[config.mk]
export PLATFORM = sky130hd
export DESIGN_NAME = pc_ras_unit
export DESIGN_NICKNAME = d
export VERILOG_FILES = /design/src/rtl/pc_pkg.sv /design/src/rtl/ras_stack.sv /design/src/rtl/pc_ras_unit.sv
export SDC_FILE = /design/constraint.sdc
export NUM_CORES = 1
export LEC_CHECK = 0
export CAP_MARGIN = 20
export CORE_MARGIN = 5
export CORE_UTILIZATION = 49
export CTS_CLUSTER_SIZE = 8
export DETAILED_ROUTE_END_ITERATION = 10
export PLACE_DENSITY = 0.79
export SKIP_LAST_GASP = 1
export SYNTH_ARGS = -nofsm -noshare
export SYNTH_HDL_FRONTEND = slang
export SYNTH_SLANG_ARGS = --single-unit
[constraint.sdc]
create_clock -name clock -period 2.9 [get_ports clock]
set_input_delay 0.29 -clock clock [delete_from_list [all_inputs] [get_ports clock]]
set_output_delay 0.29 -clock clock [all_outputs]
set_load 0.05 [all_outputs]
[src/rtl/pc_pkg.sv]
// Shared types and helpers for the fetch-stage PC unit.
package pc_pkg;

    // Source of the next fetch address
    typedef enum logic [2:0] {
        SEL_SEQ,
        SEL_BRANCH,
        SEL_RAS,
        SEL_FALLBACK,
        SEL_TRAP
    } pc_sel_e;

    localparam logic [31:0] RESET_VECTOR_DEF = 32'h0000_0000;
    localparam logic [31:0] TRAP_VECTOR_DEF  = 32'h0000_0100;

    // Only the two low target bits matter for INC of 2 or 4 bytes.
    function automatic logic is_aligned(input logic [1:0] target_lsb,
                                        input int unsigned inc);
        if (inc == 4)
            return target_lsb == 2'b00;
        else if (inc == 2)
            return !target_lsb[0];
        else
            return 1'b1;
    endfunction

endpackage

[src/rtl/ras_stack.sv]
// Circular return-address stack. A push when full overwrites the oldest
// entry; a pop when empty is ignored. Push+pop on a non-empty stack
// replaces the top entry in place.
module ras_stack #(
    parameter int XLEN      = 32,
    parameter int RAS_DEPTH = 4
) (
    input  logic            clock,
    input  logic            reset,
    input  logic            push,
    input  logic            pop,
    input  logic [XLEN-1:0] push_data,
    output logic [XLEN-1:0] top_data,
    output logic            empty,
    output logic            full
);

    localparam int PW = $clog2(RAS_DEPTH);
    localparam int CW = PW + 1;

    logic [RAS_DEPTH-1:0][XLEN-1:0] entries;
    logic [PW-1:0]                  top_ptr;
    logic [CW-1:0]                  count;

    assign empty    = (count == '0);
    assign full     = (count == CW'(RAS_DEPTH));
    assign top_data = empty ? '0 : entries[top_ptr];

    // Buffer, pointer and occupancy update
    always_ff @(posedge clock or negedge reset) begin
        if (!reset) begin
            entries <= '0;
            top_ptr <= '0;
            count   <= '0;
        end else if (push && pop && !empty) begin
            entries[top_ptr] <= push_data;
        end else if (push) begin
            entries[top_ptr + PW'(1)] <= push_data;
            top_ptr <= top_ptr + PW'(1);
            if (!full)
                count <= count + CW'(1);
        end else if (pop && !empty) begin
            top_ptr <= top_ptr - PW'(1);
            count   <= count - CW'(1);
        end
    end

endmodule

[src/rtl/pc_ras_unit.sv]
// Fetch-stage program counter with trap vector, alignment check and
// return-address stack for call/return redirects.
module pc_ras_unit
    import pc_pkg::*;
#(
    parameter int              XLEN         = 32,
    parameter logic [XLEN-1:0] RESET_VECTOR = XLEN'(RESET_VECTOR_DEF),
    parameter logic [XLEN-1:0] TRAP_VECTOR  = XLEN'(TRAP_VECTOR_DEF),
    parameter int              IALIGN       = 32,
    parameter int              RAS_DEPTH    = 4
) (
    input  logic            clock,
    input  logic            reset,
    input  logic            in_en,
    input  logic            branch_decision,
    input  logic            pc_immediate_jump,
    input  logic [XLEN-1:0] generated_immediate,
    input  logic [XLEN-1:0] pc_write_value,
    input  logic            ras_push,
    input  logic            ras_pop,
    input  logic            trap_req,
    output logic [XLEN-1:0] pc_out,
    output logic [XLEN-1:0] pc_add_inc,
    output logic [XLEN-1:0] ras_top,
    output logic            ras_empty,
    output logic            ras_full,
    output logic            misaligned
);

    localparam int INC = IALIGN / 8;

    pc_sel_e         sel;
    logic [XLEN-1:0] target;
    logic            redirect;
    logic            aligned;
    logic            stack_push;
    logic            stack_pop;

    assign pc_add_inc = pc_out + XLEN'(INC);

    // Stack only moves on an accepted, non-trapped cycle
    assign stack_push = ras_push && in_en && !trap_req;
    assign stack_pop  = ras_pop  && in_en && !trap_req;

    ras_stack #(
        .XLEN      (XLEN),
        .RAS_DEPTH (RAS_DEPTH)
    ) u_ras (
        .clock     (clock),
        .reset     (reset),
        .push      (stack_push),
        .pop       (stack_pop),
        .push_data (pc_add_inc),
        .top_data  (ras_top),
        .empty     (ras_empty),
        .full      (ras_full)
    );

    // Next-PC source priority: trap, return, fallback, branch, sequential
    always_comb begin
        sel = SEL_SEQ;
        if (trap_req)
            sel = SEL_TRAP;
        else if (ras_pop && !ras_empty)
            sel = SEL_RAS;
        else if (ras_pop)
            sel = SEL_FALLBACK;
        else if (branch_decision)
            sel = SEL_BRANCH;
    end

    // Candidate target for the selected source
    always_comb begin
        target = pc_add_inc;
        case (sel)
            SEL_TRAP:     target = TRAP_VECTOR;
            SEL_RAS:      target = ras_top;
            SEL_FALLBACK: target = pc_write_value;
            SEL_BRANCH:   target = pc_immediate_jump ? pc_write_value
                                                     : pc_out + generated_immediate;
            default:      target = pc_add_inc;
        endcase
    end

    // Sequential path never needs checking; only redirects can be misaligned
    assign redirect = (sel == SEL_RAS) || (sel == SEL_FALLBACK) || (sel == SEL_BRANCH);
    assign aligned  = is_aligned(target[1:0], INC);

    // PC register and one-cycle misaligned flag
    always_ff @(posedge clock or negedge reset) begin
        if (!reset) begin
            pc_out     <= RESET_VECTOR;
            misaligned <= 1'b0;
        end else if (trap_req) begin
            pc_out     <= TRAP_VECTOR;
            misaligned <= 1'b0;
        end else if (!in_en) begin
            misaligned <= 1'b0;
        end else if (redirect && !aligned) begin
            pc_out     <= TRAP_VECTOR;
            misaligned <= 1'b1;
        end else begin
            pc_out     <= target;
            misaligned <= 1'b0;
        end
    end

endmodule

==> results.md, run 1 <==
* Max Clk Rate at 337 MHz
* CP arrival at 2.67 ns
* Sw frac at 43.4%
* Max-slew headroom at 53.4%
* Tmin final at 2.96 ns
* DRT iter0 DRCs at 1388
* Hold Fails Final Rpt at 0
* Startpoint Class: flop
* Initial antenna violation count at 1
* Drt via density at 6.23
* Clk pwr share at 16.1%
* DR vias at 10000
* RR Startpoint: pc_out[13]
* Reg power frac at 26.2%
* Slew of the pin with the lowest slew margin at 0.698 ns
* Reg2reg end: pc_out[31]
* Crit path kind: reg -> out
* PnR worst setup slack at -0.0640 ns
* Power per Cell Area at 1040 mW/mm2
* Int Pwr at 8240 uW
* Synthesis Warnings at 0
* Outcome: finished with violations
* Core Rows at 52
* Final Cycle Share at 102%
* Total track usage at 28.4%
* Share of post-route cells with drive strength above 1 at 21.8%
* Final net count at 1439
* Cell taking the most area after synthesis: dfrtp_1
* WP data required at 2.61 ns
* Fin Clk Skew at 0.0152 ns
* Pre-Repair DR Iteration Count at 6
* Syn Inst Count at 1099
* Crit-path max FO at 7
* Clock Path Buffers at 2
* Net Switching at 6320 uW
* Worst hold path type: in -> async
* Global-route wire length before repair at 53600 um
* Core area at 0.0204 mm2
* Post-synthesis sequential area ratio at 40.8%
* Clock root buffer master: clkbuf_16
* Main synth FF type: dfrtp_1
* Largest net degree at the start of global routing at 76
* CP endpoint kind: output pin
* Post-synthesis cell area at 0.0102 mm2
* Grt ovf at 0
* DRT antenna net count at 0
* Die X at 154 um
* Syn_nets at 1209
* Pre-CTS WS at -0.302 ns
* CP startpoint: pc_out[13]
* Ports at 171
* Peak supply drop at 0.624 mV
* Reg2reg path depth at 11
* Final setup vio count at 2
* Logic pwr share at 57.6%
* Register bit total from synthesis at 166
* Hpwl dp at 24900 um
* Static Leak at 0.00619 uW
* Drc violations at 0
* P&R area growth vs syn at 37.7%
* Vias in the first global route at 9668
* Number of synthesized flops with an enable pin at 0
* Async S/R FF share, synth at 100%
* R2R Setup Slk at 0.04 ns
* Clock latency on the worst-skew pair at 0.44 ns
* Routed WL at 35200 um
* Unrepaired setup endpoints after global routing: true
* Die Ht at 154 um
* Yosys top cell area share at 40.8%
* Clk sinks at 166
* Netlist cell types at 65
* Worst hold slack at 0.449 ns
* Initial core utilization at 50.0%
* Clock-pin transition on the worst setup and hold timing paths at 0.07 ns
* CTS tree: done
* Num CTS Buffers at 17
* Post-DR wirelength/cell at 21.8 um
* Max Cap Violations at 0
* Routability Congestion at 0.959
* Full die area at 0.0238 mm2
* CP endpoint: pc_add_inc[31]
* Slew Limit Fails at 0
* H-Tree Level Count at 4
* Area contributors post-synth: dfrtp_1, a21oi_1, mux4_2
* Failing checks: setup timing
* Port bufs at 170
* Mean Syn Cell Area at 9.27 um2
-- per-stage QoR --
stage                     instances  utilization (%)  power, uW  setup TNS [ns]  cell area (um2)
after floorplan                1099                -       8450               0            10200
after global placement         1564             64.4      11800           -1.68            13100
after detailed placement       1564             64.4      12000           -2.71            13100
after CTS                      1597             67.8      14500               0            13800
after global routing           1612             68.9      15200          -0.593            14000
final                          1612             68.9      14600         -0.0924            14000
-- per-layer routing --
| metal | part of all wire, % | routed length, um | GRT usage [%] | up-vias |
|---|---|---|---|---|
| met3 | 11 | 3790 | 5.98 | 154 |
| met4 | 5.3 | 1860 | 12.2 | 0 |
| met2 | 46 | 16300 | 44.7 | 662 |
| met5 | 0 | 0 | 0 | - |
| met1 | 38 | 13300 | 38.4 | 4801 |
| li1 | - | - | - | 4430 |
-- power by group through the flow --
stage / logic (uW) / clock network [uW] / registers (uW)
after global routing: 8800 / 2470 / 3910
after detailed placement: 8230 / 0 / 3800
after floorplan: 4680 / 0 / 3770
after global placement: 8080 / 0 / 3740
after CTS: 8310 / 2360 / 3780
final: 8390 / 2350 / 3820
-- state kept, by name, summed over array words and instances (netlist names) --
signal         flops
u_ras.count        3
misaligned         1
u_ras.top_ptr      2
pc_out            32
u_ras.entries    128
-- logic make-up after synthesis --
group / after synthesis / synth area share, %
AND/OR/NAND/NOR: 355 / 16.5
AO/OA/AOI/OAI: 326 / 19.3
flip-flops: 166 / 40.8
buffers and inverters: 103 / 4.18
multiplexers: 59 / 9.95
XOR/XNOR: 52 / 4.47
adder cells (fa/ha/maj): 38 / 4.81
-- critical path: stages, from the launching register on --
cell     delay (ns)
dfrtp_1        0.51
and4_1         0.31
and4_1         0.24
nand4_1        0.24
buf_4          0.24
nor4_4         0.22
xnor2_2        0.23
inv_2          0.09
buf_12         0.16
-- final cells by class --
type | instances | area, um2
Clock inverter | 13 | 161
Multi-Input combinational cell | 830 | 5830
Fill cell | 1454 | 6340
Sequential cell | 166 | 4160
Antenna cell | 1 | 2.50
Clock buffer | 18 | 439
Tap cell | 270 | 338
Inverter | 38 | 143
Timing Repair Buffer | 276 | 2950
-- cells in the final DEF (no fill, tap or decap), drive strengths merged, types with 8 or more instances in the layout --
cell,n
a211oi,13
xnor2,24
o21ai,45
nor2b,37
a22o,11
nor3,15
a221oi,16
nand3,21
clkdlybuf4s50,115
nand4,18
clkbuf,18
mux2i,9
a31oi,10
nor2,163
xor2,28
or3,8
a21o,12
a22oi,8
mux4,32
buf,159
ha,36
inv,45
dfrtp,166
mux2,18
a21oi,170
nand2,57
-- synthesized netlist by cell type (all sizes together), types with 11 or more instances --
| master | count |
|---|---|
| inv | 38 |
| clkbuf | 40 |
| nor3 | 15 |
| nor2 | 163 |
| nor2b | 37 |
| buf | 25 |
| mux2 | 18 |
| a211oi | 13 |
| a21oi | 170 |
| nand4 | 18 |
| a22o | 11 |
| nand2 | 57 |
| a221oi | 16 |
| nand3 | 21 |
| a21o | 12 |
| ha | 36 |
| o21ai | 45 |
| xnor2 | 24 |
| dfrtp | 166 |
| mux4 | 32 |
| xor2 | 28 |
-- worst min path at each step --
stage / cells after the start / end / slack [ns] / startpoint
floorplan: 0 / misaligned / -0.006 / reset
global placement: 1 / u_ras.entries[2] / 0.36 / reset
detailed placement: 1 / u_ras.entries[2] / 0.37 / reset
CTS: 2 / u_ras.entries[2] / 0.47 / reset
global route: 2 / u_ras.entries[2] / 0.50 / reset
finish: 2 / u_ras.entries[2] / 0.45 / reset
-- repair_timing --
item                                    4_1_cts  5_1_grt
setup buffers                                 1       14
hold buffers                                  1        0
gates resized for setup                      13       28
endpoints found under the setup margin       10       28
hold endpoints to repair                     73        0
pin swaps                                     1       10
No activity file was read; power rests on OpenSTA's default activity.
==> run 2: changes to the inputs <==
--- a/config.mk
+++ b/config.mk
@@ -10,7 +10,7 @@
 export CORE_UTILIZATION = 49
 export CTS_CLUSTER_SIZE = 8
 export DETAILED_ROUTE_END_ITERATION = 10
-export PLACE_DENSITY = 0.79
+export PLACE_DENSITY = 0.77
 export SKIP_LAST_GASP = 1
 export SYNTH_ARGS = -nofsm -noshare
 export SYNTH_HDL_FRONTEND = slang
==> run 2 against run 1 <==
  * The flow still finishes with violations (setup timing)
  * Clock-buffer cell count did not move
  * Combinational power down 0.8%
  * Clock skew is 0.0034 ns lower
  * Worst setup slack better by 0.028 ns
  * Sequential cell count unchanged
  * Cell area shrank 0.59%
  * Sequential share of layout area grew 0.15 points
  * Register-to-register slack improved by 0.09 ns
  * Global-route usage barely moved
  * Critical path depth increased by 2
  * First-iteration DRC count shrank 0.43%
  * Largest power group unchanged
==> results.md, run 2 (synthesized netlist as in run 1, its figures left out) <==
* Clock latency on the worst-skew pair at 0.43 ns
* Largest net degree at the start of global routing at 78
* CP cell instances: buf_4, ha_2, nand4_1, nor2_2, nand2_2, nor2_1, nand3_1, xor2_2, inv_1, buf_4
* Fillers at 1543
* Crit path kind: reg -> out
* Slew of the pin with the lowest slew margin at 1.03 ns
* Port bufs at 170
* Die X at 154 um
* Net Switching at 6300 uW
* Total track usage at 28.5%
* CP Buf/Inv Count at 3
* Drc violations at 0
* DRT iter0 DRCs at 1382
* Post-DR wirelength/cell at 21.6 um
* Max-slew headroom at 31.0%
* Reg2reg end: pc_out[29]
* Final Cycle Share at 101%
* Static Leak at 0.00615 uW
* Final net count at 1427
* CP endpoint: pc_add_inc[24]
* Commonest cells after routing, fill and taps aside: a21oi_1, dfrtp_1, nor2_1
* CTS tree: done
* Full die area at 0.0238 mm2
* Hpwl dp at 25400 um
* Setup TNS at -0.0423 ns
* WP data required at 2.61 ns
* Vias in the first global route at 9632
* RR Startpoint: pc_out[0]
* P&R area growth vs syn at 36.8%
* Slowest stage delay, CP at 0.36 ns
* DRT antenna net count at 0
* Global-route wire length before repair at 53800 um
* Regs by FF count: u_ras.entries x128, pc_out x32, u_ras.count x3
* DR vias at 9854
* Core Rows at 52
* Slew Limit Fails at 0
* Final setup vio count at 2
* Failing checks: setup timing
* Logic pwr share at 57.5%
* Unrepaired setup endpoints after global routing: true
* Core area at 0.0204 mm2
* PnR worst setup slack at -0.0361 ns
* Clock-pin transition on the worst setup and hold timing paths at 0.07 ns
* Pre-Repair DR Iteration Count at 8
* CP startpoint: pc_out[2]
* Ports at 171
* Grt ovf at 0
* CP endpoint kind: output pin
* Peak supply drop at 0.565 mV
* Reg power frac at 26.5%
* CP max-delay cell: dfrtp_1
* Most frequent CP cell: buf_4
* Max Cap Violations at 0
* Clock root buffer master: clkbuf_16
* Power per Cell Area at 1040 mW/mm2
* Num CTS Buffers at 17
* Most common cell after layout, fill and taps aside: a21oi_1
* R2R Setup Slk at 0.13 ns
* CP arrival at 2.65 ns
* DP Area at 0.0131 mm2
* Clock Path Buffers at 2
* Largest register FFs at 128
* Cell depth of the worst setup path at 10
* Worst hold path type: in -> async
* Die Ht at 154 um
* Clk pwr share at 16.0%
* Most flops, register: u_ras.entries
* Sw frac at 43.6%
* CP delay by family, top: simple AND/OR/NAND/NOR gates
* Tmin final at 2.94 ns
* Crit-path max FO at 7
* Clk sinks at 166
* H-Tree Level Count at 4
* Initial antenna violation count at 1
* Startpoint Class: flop
* Drt via density at 6.15
* Share of post-route cells with drive strength above 1 at 21.0%
* Fin area at 0.0139 mm2
* Routed WL at 34600 um
* Hold Fails Final Rpt at 0
* Fin Clk Skew at 0.0118 ns
* Int Pwr at 8160 uW
* Outcome: finished with violations
* Max Clk Rate at 341 MHz
* Initial core utilization at 50.0%
* Routability Congestion at 0.954
* Reg2reg path depth at 10
==> run 2: cell count changes in the layout (fill, tap and decap cells not counted), moves of 2 or more <==
cell             previous run  this run
dfrtp_1                   158       161
inv_1                      35        37
clkinv_8                    0         2
clkdlybuf4s50_1           115       113
buf_4                     111        97
dfrtp_2                     8         5
inv_2                       3         1
==> run 2: cell type report <==
type / count / area (um2) / share of cell area, %
clock inverter: 14 / 160 / 1.15
antenna: 1 / 2.50 / 0.0179
sequential: 166 / 4160 / 29.8
clock buffer: 18 / 439 / 3.15
tap: 270 / 338 / 2.42
inverter: 38 / 143 / 1.02
multi-input combinational: 830 / 5820 / 41.8
timing repair buffer: 264 / 2880 / 20.6
==> run 2: worst min-delay path by stage <==
stage | start | to | slack, ns | cells past startpoint
2_1_floorplan | reset | misaligned | -0.006 | 0
3_3_place_gp | reset | u_ras.entries[66] | 0.35 | 1
3_5_place_dp | reset | u_ras.entries[66] | 0.35 | 1
4_1_cts | reset | u_ras.entries[66] | 0.46 | 2
5_1_grt | reset | u_ras.entries[66] | 0.52 | 2
6_report | reset | u_ras.entries[66] | 0.44 | 2
==> run 2: what timing repair did <==
item,4_1_cts,5_1_grt
hold buffers,1,0
pin swaps,1,4
hold endpoints to repair,74,0
gates resized for setup,11,29
setup endpoints to repair,9,28
setup buffers,1,3
==> run 2: power groups by stage <==
stage          Combinational, uW  Clock, uW  Sequential [uW]
2_1_floorplan               4680          0             3770
3_3_place_gp                8050          0             3780
3_5_place_dp                8200          0             3840
4_1_cts                     8270       2330             3800
5_1_grt                     8720       2450             3920
6_report                    8320       2310             3830
==> run 2: through the flow <==
stage	power (uW)	instances	util [%]	setup slack (ns)	hold WS (ns)
final	14500	1601	68.5	-0.0361	0.439
after global routing	15100	1601	68.5	-0.131	0.517
after CTS	14400	1597	67.7	-0.00588	0.460
after detailed placement	12000	1563	64.4	-0.302	0.354
after global placement	11800	1563	64.4	-0.253	0.348
after floorplan	8450	1099	-	0.0719	-0.00559
==> run 2: per-layer routing <==
layer / up-vias / wire, um / share of wire [%] / track usage, %
li1: 4413 / - / - / -
met1: 4744 / 14100 / 41 / 40.2
met2: 594 / 15900 / 46 / 43.7
met3: 103 / 3230 / 9.3 / 5.62
met4: 0 / 1310 / 3.8 / 10.8
met5: - / 0 / 0 / 0
==> run 3: changes to the inputs <==
--- a/config.mk
+++ b/config.mk
@@ -6,12 +6,10 @@
 export NUM_CORES = 1
 export LEC_CHECK = 0
 export CAP_MARGIN = 20
-export CORE_MARGIN = 5
 export CORE_UTILIZATION = 49
 export CTS_CLUSTER_SIZE = 8
 export DETAILED_ROUTE_END_ITERATION = 10
 export PLACE_DENSITY = 0.77
-export SKIP_LAST_GASP = 1
 export SYNTH_ARGS = -nofsm -noshare
 export SYNTH_HDL_FRONTEND = slang
 export SYNTH_SLANG_ARGS = --single-unit
==> run 3 against run 2 <==
  * The run now ends clean
  * Die area fell by 10%
  * Global-route usage rose by 3.9 points
  * Clock skew grew 0.0040 ns
  * Critical path depth fell by 2
==> results.md, run 3 (synthesized netlist as in run 1, its figures left out) <==
* Pre-Repair DR Iteration Count at 7
* Final setup vio count at 0
* WP data required at 2.61 ns
* Vias in the first global route at 9506
* Num CTS Buffers at 17
* R2R Setup Slk at 0.14 ns
* Outcome: finished, final reports clean
* Core Rows at 52
* Slew Limit Fails at 0
* Hold Fails Final Rpt at 0
* Max-slew headroom at 56.2%
* Register Area at 0.00417 mm2
* Initial core utilization at 50.2%
* Clk sinks at 166
* Post-DR wirelength/cell at 21.5 um
* Largest net degree at the start of global routing at 75
* Core area at 0.0203 mm2
* Tmin final at 2.84 ns
* Port bufs at 170
* Commonest cells after routing, fill and taps aside: a21oi_1, dfrtp_1, nor2_1
* DRT iter0 DRCs at 1370
* CP cell instances: and4_1, and4_1, nand4_1, buf_4, nor4_2, xnor2_1, inv_1, buf_12
* Hpwl dp at 24700 um
* Static Leak at 0.00618 uW
* Largest register FFs at 128
* Most common cell after layout, fill and taps aside: a21oi_1
* Full die area at 0.0214 mm2
* Routability Congestion at 0.953
* Drc violations at 0
* CP endpoint kind: output pin
* Final Cycle Share at 98.1%
* DP Area at 0.0132 mm2
* H-Tree Level Count at 4
* Crit-path max FO at 8
* Area occupied by multi-input gates at 0.00581 mm2
* Most flops, register: u_ras.entries
* DR vias at 9887
* Final net count at 1440
* Slowest stage delay, CP at 0.51 ns
* Max Clk Rate at 352 MHz
* Ports at 171
* Die X at 146 um
* CTS tree: done
* Share of post-route cells with drive strength above 1 at 22.3%
* Initial antenna violation count at 2
* Clock Path Buffers at 2
* Regs by FF count: u_ras.entries x128, pc_out x32, u_ras.count x3
* Fillers at 1533
* CP arrival at 2.55 ns
* Final core utilization at 69.2%
* P&R area growth vs syn at 37.8%
* Startpoint Class: flop
* RR Startpoint: pc_out[0]
* Clock root buffer master: clkbuf_16
* DRT antenna net count at 0
* Routed WL at 34600 um
* CP max-delay cell: dfrtp_1
* Global-route wire length before repair at 53100 um
* Fin area at 0.0140 mm2
* Fin Clk Skew at 0.0158 ns
* CP startpoint: pc_out[12]
* Most frequent CP cell: and4_1
* Max Cap Violations at 0
* ANT cells at 0
* Drt via density at 6.13
* Clock-pin transition on the worst setup and hold timing paths at 0.08 ns
* CP Buf/Inv Count at 3
* Grt ovf at 0
* Crit path kind: reg -> out
* Worst hold path type: in -> async
* Peak supply drop at 0.537 mV
* CP delay by family, top: simple AND/OR/NAND/NOR gates
* Slew of the pin with the lowest slew margin at 0.657 ns
* Power per Cell Area at 1040 mW/mm2
* Total track usage at 32.4%
* Die Ht at 146 um
* Clock latency on the worst-skew pair at 0.44 ns
[run 3: cell count changes in the layout (fill, tap and decap cells not counted), moves of 2 or more]
cell	previous run	this run
nor4_4	2	0
nor4_2	1	3
dlymetal6s2s_1	2	0
clkinv_8	2	6
dfrtp_2	5	10
buf_4	97	109
dfrtp_1	161	156
xnor2_2	6	8
clkinvlp_4	3	0
[run 3: per-layer routing]
layer  GRT usage [%]  routed length [um]
met3            7.12                3230
met1            44.5               13900
met2            50.1               16200
met4            12.8                1290
met5               0                  20
[run 3: report_power, final]
| group | internal [uW] | leakage (uW) | switching (uW) |
|---|---|---|---|
| registers | 3210 | 0.00206 | 626 |
| clock network | 1170 | 0.000295 | 1140 |
| logic | 3750 | 0.00382 | 4640 |
| total | 8130 | 0.00618 | 6410 |
[run 3: final cells by class]
class	instances	area share, %
Clock inverter	15	1.28
Clock buffer	17	3.03
Timing Repair Buffer	277	21.2
Tap cell	270	2.41
Multi-Input combinational cell	830	41.4
Inverter	38	1.02
Sequential cell	166	29.7
[run 3: per-stage QoR]
step / std cells / TNS (ns) / hold WS [ns] / power (uW) / worst slack (ns)
after floorplan: 1099 / 0 / -0.00559 / 8450 / 0.0719
after global placement: 1570 / -1.77 / 0.268 / 11900 / -0.258
after detailed placement: 1570 / -2.71 / 0.273 / 12000 / -0.283
after CTS: 1604 / -0.0439 / 0.376 / 14400 / -0.0391
after global routing: 1613 / -0.0195 / 0.405 / 15100 / -0.0105
final: 1613 / 0 / 0.360 / 14500 / 0.0563
[run 3: path summary, 6_finish.rpt]
| path | end | depth (start not counted) |
|---|---|---|
| min reg2reg | u_ras.entries[2] | 1 |
| min | u_ras.entries[34] | 2 |
| max in group asynchronous | u_ras.entries[26] | 3 |
| min in group clock | u_ras.entries[2] | 1 |
| max | pc_add_inc[31] | 8 |
| max reg2reg | pc_out[21] | 11 |
[run 3: repair_timing]
item	CTS	global route
endpoints found under the hold margin	50	0
setup buffers	1	8
hold buffers	1	0
resized for setup	17	26
setup endpoints to repair	13	32
pin swaps	2	7
